[config.mk]
export PLATFORM = sky130hd
export DESIGN_NAME = mem_port_arbiter
export DESIGN_NICKNAME = d
export VERILOG_FILES = /design/src/rtl/mem_port_arbiter.sv
export SDC_FILE = /design/constraint.sdc
export NUM_CORES = 1
export LEC_CHECK = 0
export CAP_MARGIN = 40
export CORE_AREA = 2 2 118 120
export DETAILED_ROUTE_END_ITERATION = 10
export DIE_AREA = 0 0 120 122
export GPL_TIMING_DRIVEN = 0
export PLACE_DENSITY = 0.65
export SLEW_MARGIN = 20
export SYNTH_ARGS = -nofsm -noshare
export SYNTH_HDL_FRONTEND = slang
export SYNTH_SLANG_ARGS = --single-unit
[constraint.sdc]
create_clock -name clk -period 6.4 [get_ports clk]
set_clock_uncertainty 0.1 [all_clocks]
set_input_delay 0.64 -clock clk [delete_from_list [all_inputs] [get_ports clk]]
set_output_delay 0.64 -clock clk [all_outputs]
set_load 0.1 [all_outputs]
[src/rtl/mem_port_arbiter.sv]
// Two-requester round-robin arbiter in front of one single-port data memory.
// Grants are combinational; read data returns to the issuing requester one cycle later.
module mem_port_arbiter #(
  parameter int ADDR_W   = 32,
  parameter int DATA_W   = 32,
  parameter int MAX_HOLD = 4
) (
  input  logic              clk,
  input  logic              rst,
  input  logic              r0_req,
  input  logic              r0_we,
  input  logic [ADDR_W-1:0] r0_addr,
  input  logic [DATA_W-1:0] r0_wdata,
  input  logic              r1_req,
  input  logic              r1_we,
  input  logic [ADDR_W-1:0] r1_addr,
  input  logic [DATA_W-1:0] r1_wdata,
  output logic              r0_gnt,
  output logic              r1_gnt,
  output logic              r0_rvalid,
  output logic              r1_rvalid,
  output logic [DATA_W-1:0] r0_rdata,
  output logic [DATA_W-1:0] r1_rdata,
  output logic              mem_en,
  output logic              mem_we,
  output logic [ADDR_W-1:0] mem_addr,
  output logic [DATA_W-1:0] mem_wdata,
  input  logic [DATA_W-1:0] mem_rdata
);

  localparam int CNT_W = $clog2(MAX_HOLD + 1);
  localparam logic [CNT_W-1:0] HOLD_MAX = CNT_W'(MAX_HOLD);

  typedef enum logic [1:0] {IDLE, OWN0, OWN1} state_t;

  typedef struct packed {
    logic valid;
    logic owner;
  } rd_tag_t;

  state_t           state, state_nxt;
  logic [CNT_W-1:0] cnt, cnt_nxt;
  logic             last, last_nxt;
  rd_tag_t          rd_tag, rd_tag_nxt;
  logic             granted;
  logic             sel;
  logic             same_owner;

  // Grant decision. The holder keeps the port until it reaches MAX_HOLD with the other waiting.
  always_comb begin
    // NOTE: every output of a combinational block gets a default first so no latch is inferred.
    r0_gnt = 1'b0;
    r1_gnt = 1'b0;
    case (state)
      OWN0: begin
        if (r0_req && (cnt < HOLD_MAX || !r1_req)) r0_gnt = 1'b1;
        else if (r1_req)                            r1_gnt = 1'b1;
      end
      OWN1: begin
        if (r1_req && (cnt < HOLD_MAX || !r0_req)) r1_gnt = 1'b1;
        else if (r0_req)                            r0_gnt = 1'b1;
      end
      default: begin
        if (r0_req && r1_req) begin
          r0_gnt = last;
          r1_gnt = ~last;
        end else begin
          r0_gnt = r0_req;
          r1_gnt = r1_req;
        end
      end
    endcase
  end

  assign granted = r0_gnt | r1_gnt;
  assign sel     = r1_gnt;
  assign mem_en  = granted;

  always_comb begin
    mem_we    = 1'b0;
    mem_addr  = '0;
    mem_wdata = '0;
    if (r0_gnt) begin
      mem_we    = r0_we;
      mem_addr  = r0_addr;
      mem_wdata = r0_wdata;
    end else if (r1_gnt) begin
      mem_we    = r1_we;
      mem_addr  = r1_addr;
      mem_wdata = r1_wdata;
    end
  end

  assign same_owner = (state == OWN0 && !sel) || (state == OWN1 && sel);

  always_comb begin
    state_nxt  = IDLE;
    cnt_nxt    = '0;
    last_nxt   = last;
    rd_tag_nxt = '0;
    if (granted) begin
      state_nxt = sel ? OWN1 : OWN0;
      last_nxt  = sel;
      if (!same_owner)           cnt_nxt = CNT_W'(1);
      else if (cnt == HOLD_MAX)  cnt_nxt = cnt;
      else                       cnt_nxt = cnt + CNT_W'(1);
      rd_tag_nxt.valid = ~mem_we;
      rd_tag_nxt.owner = sel;
    end
  end

  always_ff @(posedge clk or negedge rst) begin
    if (!rst) begin
      state  <= IDLE;
      cnt    <= '0;
      last   <= 1'b1;
      rd_tag <= '0;
    end else begin
      // NOTE: sequential state uses non-blocking assignments so all registers update together.
      state  <= state_nxt;
      cnt    <= cnt_nxt;
      last   <= last_nxt;
      rd_tag <= rd_tag_nxt;
    end
  end

  assign r0_rvalid = rd_tag.valid && !rd_tag.owner;
  assign r1_rvalid = rd_tag.valid &&  rd_tag.owner;
  assign r0_rdata  = mem_rdata;
  assign r1_rdata  = mem_rdata;

endmodule

==> results.json <==
{
  "ios": 300,
  "leakagePower_nw": 3.03,
  "cts-resized-gates": 0,
  "yosysUniqueCellTypes": 30,
  "cpPeakStageDelay_ns": 0.65,
  "fin_nets": 930,
  "status": "complete, no violations",
  "synth_top_family_by_area": "compound AO/OA/AOI/OAI gates",
  "power_density_mw_per_mm2": 552,
  "fillerInstances": 1157,
  "holdWs_ns": 0.425,
  "ys_ff_latch": 7,
  "core_area_mm2": 0.0135,
  "numCtsBuffers": 3,
  "synth_mux_area_share_pct": 0.933,
  "cp_top_family": "buffers and inverters",
  "via_per_inst": 4.73,
  "grt_use_met3_pct": 4.12,
  "syn_area_mm2": 0.00228,
  "internal-power_w": 0.00158,
  "place_ws_ns": 1.90,
  "netlist_top_cells_count": "o21ai_0 (67), o31ai_1 (67), nand3_1 (65)",
  "port_buffers": 267,
  "yosysTopAreaCell": "o31ai_1",
  "hold_viol_final": 0,
  "worst_pin_slew_ns": 0.817,
  "row_count": 43,
  "cts_tree": "yes",
  "path_cells": "clkdlybuf4s50_1 -> nand2_1 -> a211oi_1 -> buf_2 -> clkbuf_1 -> o21ai_0 -> o31ai_1 -> clkdlybuf4s50_1 -> buf_16",
  "antenna_cells": 0,
  "cts.htree.levels": 1,
  "yosys_most_used_dff": "dfrtp_1",
  "ff2ff_path_depth": 5,
  "dr.pass1.iters": 5,
  "dr.first_iter.drc_count": 188,
  "stdcell_count": 939,
  "start_util_pct": 16.9,
  "dp.cells": 935,
  "worstPathRequired_ns": 5.66,
  "layout_setup_ws_ns": 1.86,
  "synth_fp_nets": 524,
  "r2r-start": "rd_tag[0]",
  "wl_per_cell_um": 17.3,
  "slew_violations": 0,
  "hold_buffers": 0,
  "ir_worst_vdd_mv": 0.442,
  "yosys.area_share.adder_pct": 2.20,
  "rr_endpoint": "rd_tag[1]",
  "drc": 0,
  "yosys.area_share.simple_pct": 19.0,
  "crit_arrival_ns": 3.80,
  "yosys.area_share.xor_xnor_pct": 0.384,
  "first_global_vias": 4860,
  "min_period_ns": 4.54,
  "setup_violations": 0,
  "synth_edf_count": 0,
  "synth_compound_area_share_pct": 40.1,
  "clkTransAtPathRegs_ns": 0.04,
  "antenna_found_initial": 0,
  "die_w_um": 120,
  "clock_latency_ns": 0.23,
  "synth_warnings": 0,
  "ant_nets": 0,
  "cts_root_buf": "clkbuf_16",
  "use_met2_pct": 41.4,
  "grt_setup_unrepaired": "no",
  "fmax_ghz": 0.220,
  "slowest_stage": "a211oi_1",
  "cts_sinks": 7,
  "startpoint_type": "input port",
  "syn2layout_area_growth_pct": 229,
  "seq_area_frac_synth_pct": 7.74,
  "critical_path.startpoint": "r0_req",
  "cts.path.max_buffers": 2,
  "crit_type": "in2out",
  "gp_routability_congestion": 0.798,
  "worstPathMaxFanout": 10,
  "avgSynthCellArea_um2": 6.44,
  "grt_overflow_total": 0,
  "max_slew_margin_pct": 45.2,
  "die_area_mm2": 0.0146,
  "async_reset_ff_share_pct": 100,
  "path_depth": 9,
  "drive_gt1_share_pct": 28.9,
  "finalSetupTns_ns": 0,
  "cp-end-kind": "output pin",
  "syn_inst": 354,
  "pwr-share-seq_pct": 1.9,
  "switchingPower_w": 0.00256,
  "grt_start_max_net_pins": 11,
  "post_cts.repair.setup_buffers": 0,
  "yosysTopAreaCellShare_pct": 22.1,
  "die_y_um": 122,
  "grt_pass1_wl_um": 24800,
  "num_vias": 4446,
  "switching_share_pct": 61.9,
  "maxCapViolCount": 0,
  "crit_end": "mem_wdata[30]",
  "period_share_pct": 71.0,
  "synth_area_leaders": "o31ai_1 (22%), buf_4 (21%), o21ai_0 (15%), nand3_1 (14%), dfrtp_1 (6.6%)",
  "cp_common_cell": "clkdlybuf4s50_1",
  "rrSetupSlack_ns": 3.67,
  "clkPwrFrac_pct": 2.6,
  "grt_use_met1_pct": 22.5,
  "grt_busiest_layer": "met2",
  "grtUsageTotal_pct": 21.3,
  "comb_power_share_pct": 95.5,
  "crit_buf_inv": 5,
  "wl_um": 16300,
  "hpwlAfterDp_um": 13500,
  "hp-class": "reg2reg"
}
## sequential cells by signal, indices dropped and copies added (netlist names)
register,cells
cnt,3
last,1
rd_tag,2
state,1
## per-layer routing
layer	share of wire (%)	vias to the layer above	routed length, um
met1	35	2090	5680
met5	0	-	0
li1	-	2057	-
met3	7.5	40	1220
met2	54	259	8820
met4	3.3	0	530
## logic make-up after synthesis
kind of cell / after synthesis
AOI/OAI and AO/OA: 143
buffers and inverters: 112
and+or+nand+nor: 85
DFF: 7
adders and majority gates: 4
muxes: 2
xor gates and xnor gates: 1
## metrics by stage
step	utilization, %	cell area [um2]	power (W)
floorplan	-	2280	0.00235
global placement	38.3	5180	0.00306
detailed placement	55.0	7430	0.00403
CTS	55.6	7510	0.00415
global route	55.6	7510	0.00429
finish	55.6	7510	0.00414
## area by class of cell
class | count | area [um2] | share of cell area [%]
Timing Repair Buffer | 401 | 4920 | 65.6
Tap cell | 180 | 225 | 3.00
Inverter | 5 | 18.8 | 0.250
Clock buffer | 4 | 78.8 | 1.05
Buffer | 107 | 658 | 8.77
Sequential cell | 7 | 176 | 2.35
Multi-Input combinational cell | 235 | 1430 | 19.0
## worst min-delay path by stage
stage                     depth (start not counted)  start      to
after floorplan                                   0    rst  cnt[0]
after global placement                            1   last    last
after detailed placement                          1   last    last
after CTS                                         1   last    last
after global routing                              1   last    last
final                                             1   last    last
## placed cells by master (no fill, tap or decap), types with 2 or more instances in the layout
cell type        count
nand4_1              2
clkbuf_16            3
nor2_1               3
o31ai_1             67
dfrtp_1              6
clkdlybuf4s50_1    267
buf_16              19
o21ai_0             67
nor2b_1              3
buf_8              115
ha_1                 4
nand3_1             65
inv_1                5
nand2_1              6
clkbuf_1            31
buf_2               13
buf_4               64
and2_1               3
## power groups by stage
stage	registers [W]	clock network [W]	logic, W
2_1_floorplan	0.0000732	0	0.00228
3_3_place_gp	0.0000753	0	0.00298
3_5_place_dp	0.0000768	0	0.00396
4_1_cts	0.0000765	0.000109	0.00397
5_1_grt	0.0000788	0.000114	0.00410
6_report	0.0000769	0.000108	0.00396
(Power assumes the default switching activity.)
